--- config.mk ---
export PLATFORM = sky130hd
export DESIGN_NAME = sched_acc_select
export DESIGN_NICKNAME = d
export VERILOG_FILES = /design/src/rtl/sched_acc_select.sv
export SDC_FILE = /design/constraint.sdc
export NUM_CORES = 1
export LEC_CHECK = 0
export ABC_AREA = 0
export CAP_MARGIN = 20
export CORE_UTILIZATION = 41
export CTS_CLUSTER_SIZE = 14
export DETAILED_ROUTE_END_ITERATION = 10
export PLACE_DENSITY = 0.79
export SLEW_MARGIN = 20
export SYNTH_ARGS = -nofsm -noshare
export SYNTH_HDL_FRONTEND = slang
export SYNTH_SLANG_ARGS = --single-unit
--- constraint.sdc ---
create_clock -name clk -period 2.6 [get_ports clk]
set_input_delay 0.39 -clock clk [delete_from_list [all_inputs] [get_ports clk]]
set_output_delay 0.39 -clock clk [all_outputs]
set_load 0.01 [all_outputs]
--- src/rtl/sched_acc_select.sv ---
// Request-side scheduler: looks a task type up in the scheduling table and grants a free accelerator.
// Optional round-robin start offsets per table entry are enabled with `define SCHED_ROUND_ROBIN_EN.
module sched_acc_select #(
  parameter int MAX_ACCS = 16,
  localparam int ACC_BITS = $clog2(MAX_ACCS)
) (
  input  logic                clk,
  input  logic                rstn,
  input  logic                sched_table_ready,
  input  logic                req_valid,
  output logic                req_ready,
  input  logic [33:0]         req_task_type,
  output logic                rsp_valid,
  input  logic                rsp_ready,
  output logic                rsp_found,
  output logic [ACC_BITS-1:0] rsp_acc_id,
  input  logic [MAX_ACCS-1:0] acc_avail,
  output logic [ACC_BITS-1:0] scheduleData_portB_addr,
  output logic                scheduleData_portB_en,
  input  logic [49:0]         scheduleData_portB_dout
);

  // Table word layout: TASK_TYPE[49:16], ACCID[15:8], COUNT[7:0]
  localparam int SCHED_DATA_TASK_TYPE_L = 16;
  localparam int SCHED_DATA_ACCID_L     = 8;
  localparam int SCHED_DATA_COUNT_L     = 0;

  typedef enum logic [2:0] {
    S_IDLE    = 3'd0,
    S_READ    = 3'd1,
    S_COMPARE = 3'd2,
    S_SELECT  = 3'd3,
    S_RESPOND = 3'd4
  } state_t;

  state_t              state_q, state_d;
  logic [ACC_BITS-1:0] i_q, i_d;
  logic [33:0]         type_q, type_d;
  logic [ACC_BITS-1:0] accid_q, accid_d;
  logic [ACC_BITS-1:0] count_q, count_d;
  logic [ACC_BITS-1:0] k_q, k_d;
  logic                found_q, found_d;
  logic [ACC_BITS-1:0] acc_id_q, acc_id_d;
  logic                valid_q, valid_d;
  logic                ready_q, ready_d;
  logic                en_q, en_d;
  logic [ACC_BITS-1:0] addr_q, addr_d;

  logic [33:0]         dout_type_s;
  logic [ACC_BITS-1:0] dout_accid_s;
  logic [ACC_BITS-1:0] dout_count_s;
  logic [ACC_BITS-1:0] cand_s;
  logic [ACC_BITS-1:0] k_next_s;
  logic [ACC_BITS-1:0] start_s;
  logic                unused_dout_s;

`ifdef SCHED_ROUND_ROBIN_EN
  logic [ACC_BITS-1:0] ptr_q [MAX_ACCS];
  logic [ACC_BITS-1:0] ptr_d [MAX_ACCS];
`endif

  assign dout_type_s   = scheduleData_portB_dout[SCHED_DATA_TASK_TYPE_L +: 34];
  assign dout_accid_s  = scheduleData_portB_dout[SCHED_DATA_ACCID_L +: ACC_BITS];
  assign dout_count_s  = scheduleData_portB_dout[SCHED_DATA_COUNT_L +: ACC_BITS];
  assign unused_dout_s = ^{scheduleData_portB_dout[SCHED_DATA_TASK_TYPE_L-1:SCHED_DATA_ACCID_L+ACC_BITS],
                           scheduleData_portB_dout[SCHED_DATA_ACCID_L-1:SCHED_DATA_COUNT_L+ACC_BITS]};

  assign cand_s   = accid_q + k_q;
  assign k_next_s = (k_q == count_q) ? {ACC_BITS{1'b0}} : k_q + {{(ACC_BITS-1){1'b0}}, 1'b1};

`ifdef SCHED_ROUND_ROBIN_EN
  assign start_s = ptr_q[i_q];
`else
  assign start_s = {ACC_BITS{1'b0}};
`endif

  // Next-state, datapath and registered-output computation
  always_comb begin
    state_d  = state_q;
    i_d      = i_q;
    type_d   = type_q;
    accid_d  = accid_q;
    count_d  = count_q;
    k_d      = k_q;
    found_d  = found_q;
    acc_id_d = acc_id_q;
`ifdef SCHED_ROUND_ROBIN_EN
    ptr_d    = ptr_q;
`endif
    case (state_q)
      S_IDLE: begin
        if (ready_q && req_valid) begin
          type_d   = req_task_type;
          i_d      = {ACC_BITS{1'b0}};
          found_d  = 1'b0;
          acc_id_d = {ACC_BITS{1'b0}};
          state_d  = S_READ;
        end else begin
          state_d  = S_IDLE;
        end
      end
      S_READ: begin
        state_d = S_COMPARE;
      end
      S_COMPARE: begin
        if (dout_type_s == 34'd0) begin
          found_d  = 1'b0;
          acc_id_d = {ACC_BITS{1'b0}};
          state_d  = S_RESPOND;
        end else if (dout_type_s == type_q) begin
          accid_d = dout_accid_s;
          count_d = dout_count_s;
          k_d     = start_s;
          state_d = S_SELECT;
        end else if (i_q == ACC_BITS'(MAX_ACCS - 1)) begin
          found_d  = 1'b0;
          acc_id_d = {ACC_BITS{1'b0}};
          state_d  = S_RESPOND;
        end else begin
          i_d     = i_q + {{(ACC_BITS-1){1'b0}}, 1'b1};
          state_d = S_READ;
        end
      end
      S_SELECT: begin
        // Without a free instance this keeps cycling through the candidates
        if (acc_avail[cand_s]) begin
          found_d  = 1'b1;
          acc_id_d = cand_s;
          state_d  = S_RESPOND;
        end else begin
          k_d      = k_next_s;
          state_d  = S_SELECT;
        end
      end
      S_RESPOND: begin
        if (rsp_ready) begin
`ifdef SCHED_ROUND_ROBIN_EN
          if (found_q) begin
            ptr_d[i_q] = k_next_s;
          end else begin
            ptr_d[i_q] = ptr_q[i_q];
          end
`endif
          state_d = S_IDLE;
        end else begin
          state_d = S_RESPOND;
        end
      end
      default: begin
        state_d = S_IDLE;
      end
    endcase

    valid_d = (state_d == S_RESPOND);
    ready_d = (state_d == S_IDLE) && sched_table_ready;
    en_d    = (state_d == S_READ);
    addr_d  = (state_d == S_READ) ? i_d : addr_q;
  end

  // State and output registers
  always_ff @(posedge clk or negedge rstn) begin
    if (!rstn) begin
      state_q  <= S_IDLE;
      i_q      <= {ACC_BITS{1'b0}};
      type_q   <= 34'd0;
      accid_q  <= {ACC_BITS{1'b0}};
      count_q  <= {ACC_BITS{1'b0}};
      k_q      <= {ACC_BITS{1'b0}};
      found_q  <= 1'b0;
      acc_id_q <= {ACC_BITS{1'b0}};
      valid_q  <= 1'b0;
      ready_q  <= 1'b0;
      en_q     <= 1'b0;
      addr_q   <= {ACC_BITS{1'b0}};
    end else begin
      state_q  <= state_d;
      i_q      <= i_d;
      type_q   <= type_d;
      accid_q  <= accid_d;
      count_q  <= count_d;
      k_q      <= k_d;
      found_q  <= found_d;
      acc_id_q <= acc_id_d;
      valid_q  <= valid_d;
      ready_q  <= ready_d;
      en_q     <= en_d;
      addr_q   <= addr_d;
    end
  end

`ifdef SCHED_ROUND_ROBIN_EN
  // Per-entry round-robin start offsets
  always_ff @(posedge clk or negedge rstn) begin
    if (!rstn) begin
      for (int n = 0; n < MAX_ACCS; n++) begin
        ptr_q[n] <= {ACC_BITS{1'b0}};
      end
    end else begin
      for (int n = 0; n < MAX_ACCS; n++) begin
        ptr_q[n] <= ptr_d[n];
      end
    end
  end
`endif

  assign req_ready               = ready_q;
  assign rsp_valid               = valid_q;
  assign rsp_found               = found_q;
  assign rsp_acc_id              = acc_id_q;
  assign scheduleData_portB_en   = en_q;
  assign scheduleData_portB_addr = addr_q;

endmodule

# Yosys cells after proc, flatten, opt, wreduce, memory -nomap -nowiden
# Index checks and enable logic that the tools add are counted.
[op_classes]
n_addsub = 3
n_lt_le_gt_ge = 1
n_eq_ne = 16
mux = 31
n_bitwise = 1
reduce_logical = 11
[op_table]
columns = ["operator", "count"]
rows = [
  ["$mux 4", 13],
  ["$eq 34x34->1", 1],
  ["$logic_not 34->1", 1],
  ["$pmux 4 s2", 2],
  ["$mux 3", 5],
  ["$pmux 3 s5", 1],
  ["$pmux 4 s3", 1],
  ["$ne 2x2->1 const B", 5],
  ["$add 4x1->4 const B", 2],
  ["$mux 1", 7],
  ["$eq 3x1->1 const B", 2],
  ["$eq 3x2->1 const B", 2],
  ["$eq 3x3->1 const B", 2],
  ["$logic_not 3->1", 2],
  ["$ne 3x3->1 const B", 2],
  ["$lt 4x5->1 const B", 1],
  ["$reduce_and 5->1", 1],
  ["$add 4x4->4", 1],
  ["$bmux 1 s4", 1],
  ["$eq 4x4->1", 1],
  ["$eq 4x4->1 const B", 1],
  ["$reduce_and 4->1", 1],
  ["$pmux 1 s3", 1],
  ["$reduce_and 3->1", 1],
  ["5 further kinds", 6],
]
[totals]
ff_bits = 65
input_bits = 105

# Logic depth before layout (Yosys ltp)
[depth]
depth_word = 7
ltp_mapped = 8
mapped_depth_nobuf = 8

# Worst setup path after synthesis
# Ideal clock, no wire load.
[synth_path]
path_type = "register to register"
from = "reg k_q[0]"
to = "reg acc_id_q[0] (netlist: rsp_acc_id[0])"
setup_ps = 121
arrival_time_ps = 2657
t_required_ps = 2479
path_slack_ps = -178
path_stages_with_launch = 9
n_path_buf = 0
path_cell_list = "dfrtp_1 ha_1 fa_1 xor2_1 mux4_2 and4_1 a21oi_2 nand4_2 a22o_1"
[synth_between]
elab_chain_cells = 5
elab_cells_between_ends = 7
[synth_rtl]
columns = ["item", "line", "rtl"]
rows = [
  ["from (decl)", "41", "logic [ACC_BITS-1:0] k_q, k_d;"],
  ["from (signal assigned)", "168", "k_q <= {ACC_BITS{1'b0}};"],
  ["from (signal assigned)", "181", "k_q <= k_d;"],
  ["$add 4x4->4 (*)", "68", "assign cand_s = accid_q + k_q;"],
  ["$bmux 1 s4", "126", "if (acc_avail[cand_s]) begin"],
  ["$mux 1 (implied by the code)", "126", ""],
  ["$ne 2x2->1 (no line)", "n/a", ""],
  ["$reduce_and 5->1 (no line)", "n/a", ""],
  ["to (signal assigned)", "170", "acc_id_q <= {ACC_BITS{1'b0}};"],
  ["to (signal assigned)", "183", "acc_id_q <= acc_id_d;"],
  ["to (decl)", "43", "logic [ACC_BITS-1:0] acc_id_q, acc_id_d;"],
]
# Mark *: on every way between the ends. The rest lies on a longest branch, timed or not. The select of a mux whose other input is x is not followed.
# A chain may end at the register's enable or synchronous reset.

# Worst setup path after layout
[layout_path]
from = "reg k_q[0]"
to = "reg acc_id_q[3] (netlist: rsp_acc_id[3])"
# Same word-level chain as after synthesis.

==> flow_metrics.tcl <==
set metrics [dict create \
    yosysTopAreaCellShare 0.473 \
    synth_flop_cell "dfrtp_1" \
    status "finished, final reports clean" \
    cts_num_sinks 65 \
    maxSlewHeadroom 0.698 \
    die_h_microns 93.6 \
    path_max_fanout 7 \
    synth_edf_count 0 \
    gr-usage-all-layers 0.218 \
    synth_cell_type_count 52 \
    first_global_vias 3189 \
    required_ns 2.83 \
    end_kind "register" \
    gp_congestion 0.839 \
    worstMarginPinSlew_ns 0.450 \
    grt_pass1_wl_microns 14500 \
    cts_root_buf "clkbuf_8" \
    final_common_cell "nand2_1" \
    clk_pin_slew_ns 0.08 \
    slowest_delay_ns 0.54 \
    p_leak_nw 2.38 \
    postSynthAreaPerCell_sq_um 9.72 \
    drtIter0Drc 144 \
    core_sq_um 8180 \
    p_sw_frac 0.361 \
    fin_util 0.622 \
    n_antenna_cell 0 \
    dp.final_hpwl_microns 6790 \
    grt_max_degree 66 \
    syn-instance-count 354 \
    yosys.area.top_type "dfrtp_1" \
    firstDrtPassIters 4 \
    crit_path_start_kind "register" \
    antenna_found_initial 0 \
    critPathTopFamily "adder cells" \
    power_frac_seq 0.407 \
    fin_skew_ns 0.0123 \
    syn_area_sq_um 3440 \
    portBuffers 108 \
    synth-seq-area-share 0.473 \
    die_w_microns 93.6 \
    power_frac_clock 0.214 \
    setup_viol 0 \
    overflow 0 \
    avgViaCountPerCell 5.09 \
    clock_latency_ns 0.35 \
    die_area_sq_um 8770 \
    wl_per_cell_microns 14.7 \
    drtAntennaViolNets 0 \
    via_count 3064 \
    route.detailed.drc 0 \
    hold_violations 0 \
    clock_path_buffers 2 \
    rsz0062_at_grt "yes" \
    fmax_mhz 387 \
    crit_start "k_q[0]" \
    final_cell_mix "nand2_1, clkdlybuf4s50_1, dfrtp_1" \
    hold_class "in -> async" \
    layout_min_cycle_time_ns 2.58 \
    p_switching_w 0.00149 \
    report.final.slew_viol_count 0 \
    nFillCells 700 \
    dpl-instance-area_sq_um 4850 \
    p_comb_frac 0.379 \
    r2r-start "k_q[0]" \
    drive_above_1_share 0.143 \
    placementRows 33 \
    critical-path-slowest-cell "mux4_2" \
    syn_nets 465 \
    cts_buffers 9 \
    stdcell_area_sq_um 5080 \
    synth.ff_latch_count 65 \
    initial_core_util 0.421 \
    yosys_warnings 0 \
    power.density_nw_per_um2 810 \
    arrival_ns 2.82 \
    max_cap_viol_count 0 \
    path_buf_inv 0 \
    cts_max_level 3 \
    fin_nets 603 \
    wirelength_microns 8850 \
    cts_tree "built" \
    ioPinCount 117 \
    post-route-period-util 0.994 \
    area_growth_pct 47.7 \
    async_flop_share 1.00 \
    cellInternalPower_w 0.00263 \
    worstPathCellList "ha_2 -> fa_2 -> xor2_2 -> mux4_2 -> and4_4 -> a21oi_4 -> nand4_4 -> a21o_1" \
    synthTopCellsByArea "dfrtp_1, nand2_1, xor2_1" \
    ir_drop_v 0.000379 \
    crit_type "reg -> reg" \
]
[cell families after synthesis]
family	count (synthesis)	synth area share
buffers and inverters	20	0.0276
flip-flops	65	0.473
AO/OA/AOI/OAI	35	0.0727
AND/OR/NAND/NOR	169	0.229
multiplexers	19	0.0720
adder cells (fa/ha/maj)	6	0.0240
XOR/XNOR	40	0.102
[cell type report]
| class | instances | area [sq um] | area share |
|---|---|---|---|
| Multi-Input combinational cell | 269 | 1770 | 0.348 |
| Sequential cell | 65 | 1630 | 0.320 |
| Timing Repair Buffer | 139 | 1320 | 0.260 |
| Clock buffer | 10 | 138 | 0.0271 |
| Tap cell | 105 | 131 | 0.0258 |
| Clock inverter | 6 | 67.6 | 0.0133 |
| Inverter | 8 | 30.0 | 0.00591 |
[state kept, by name, summed over array words and instances, names as in the netlist]
name and flops:
accid_q 4, count_q 4, i_q 4, k_q 4
req_ready 1, rsp_acc_id 4, rsp_found 1, rsp_valid 1
scheduleData_portB_addr 4, scheduleData_portB_en 1, state_q 3, type_q 34
[power groups by stage]
stage	clock network, W	logic (W)	registers (W)
after floorplan	0	0.000969	0.00163
after global placement	0	0.00151	0.00167
after detailed placement	0	0.00156	0.00169
after CTS	0.000899	0.00157	0.00167
after global routing	0.000940	0.00174	0.00172
final	0.000881	0.00156	0.00167
[path summary, 6_finish.rpt]
check	end	slack [ns]	cells after the start
worst max register to register	rsp_acc_id[3]	0.02	8
worst min-delay path	req_ready	0.06	2
min in group clk	rsp_found	0.48	1
worst min register to register	rsp_found	0.48	1
worst max-delay path	rsp_acc_id[3]	0.02	8
max in group asynchronous	type_q[31]	2.26	2
[cells in the mapped netlist, types with 5 or more instances]
cell type / instances
a21oi_1: 5
clkbuf_1: 8
dfrtp_1: 65
ha_1: 5
inv_1: 8
mux2_4: 6
mux2i_1: 9
nand2_1: 108
nand3_1: 11
nor2_1: 6
nor4_1: 18
xor2_1: 37
[per-layer routing]
metal / global-route usage / share of wire / wire (microns)
met1: 0.266 / 0.43 / 3820
met2: 0.379 / 0.49 / 4360
met3: 0.0415 / 0.061 / 540
met4: 0.0821 / 0.014 / 127
met5: 0 / 0 / 0
[worst register-to-register path: cells and delay by family, from the launching register on]
family	cells	cell delay, ns
multiplexers	1	0.54
adder cells (fa/ha/maj)	2	0.55
flip-flops	1	0.40
AO/OA/AOI/OAI	2	0.43
XOR/XNOR	1	0.17
AND/OR/NAND/NOR	2	0.37
[what timing repair did]
action / in CTS / in global routing
setup buffers: 2 / 0
endpoints found under the setup margin: 6 / 10
hold buffers: 0 / 0
resized for setup: 0 / 2
pin swaps: 4 / 4
[per-stage QoR]
step | setup slack, ns | total power, W | TNS [ns] | hold slack [ns] | cells
after CTS | -0.00370 | 0.00414 | -0.00370 | 0.0623 | 602
after detailed placement | -0.180 | 0.00325 | -2.74 | 0.433 | 584
after global placement | -0.171 | 0.00318 | -2.13 | 0.431 | 584
final | 0.0163 | 0.00411 | 0 | 0.0585 | 602
after global routing | -0.0884 | 0.00440 | -0.529 | 0.0787 | 602
after floorplan | 0.0205 | 0.00260 | 0 | 0.0944 | 354
Note: power is estimated with default switching activity, not from simulation.
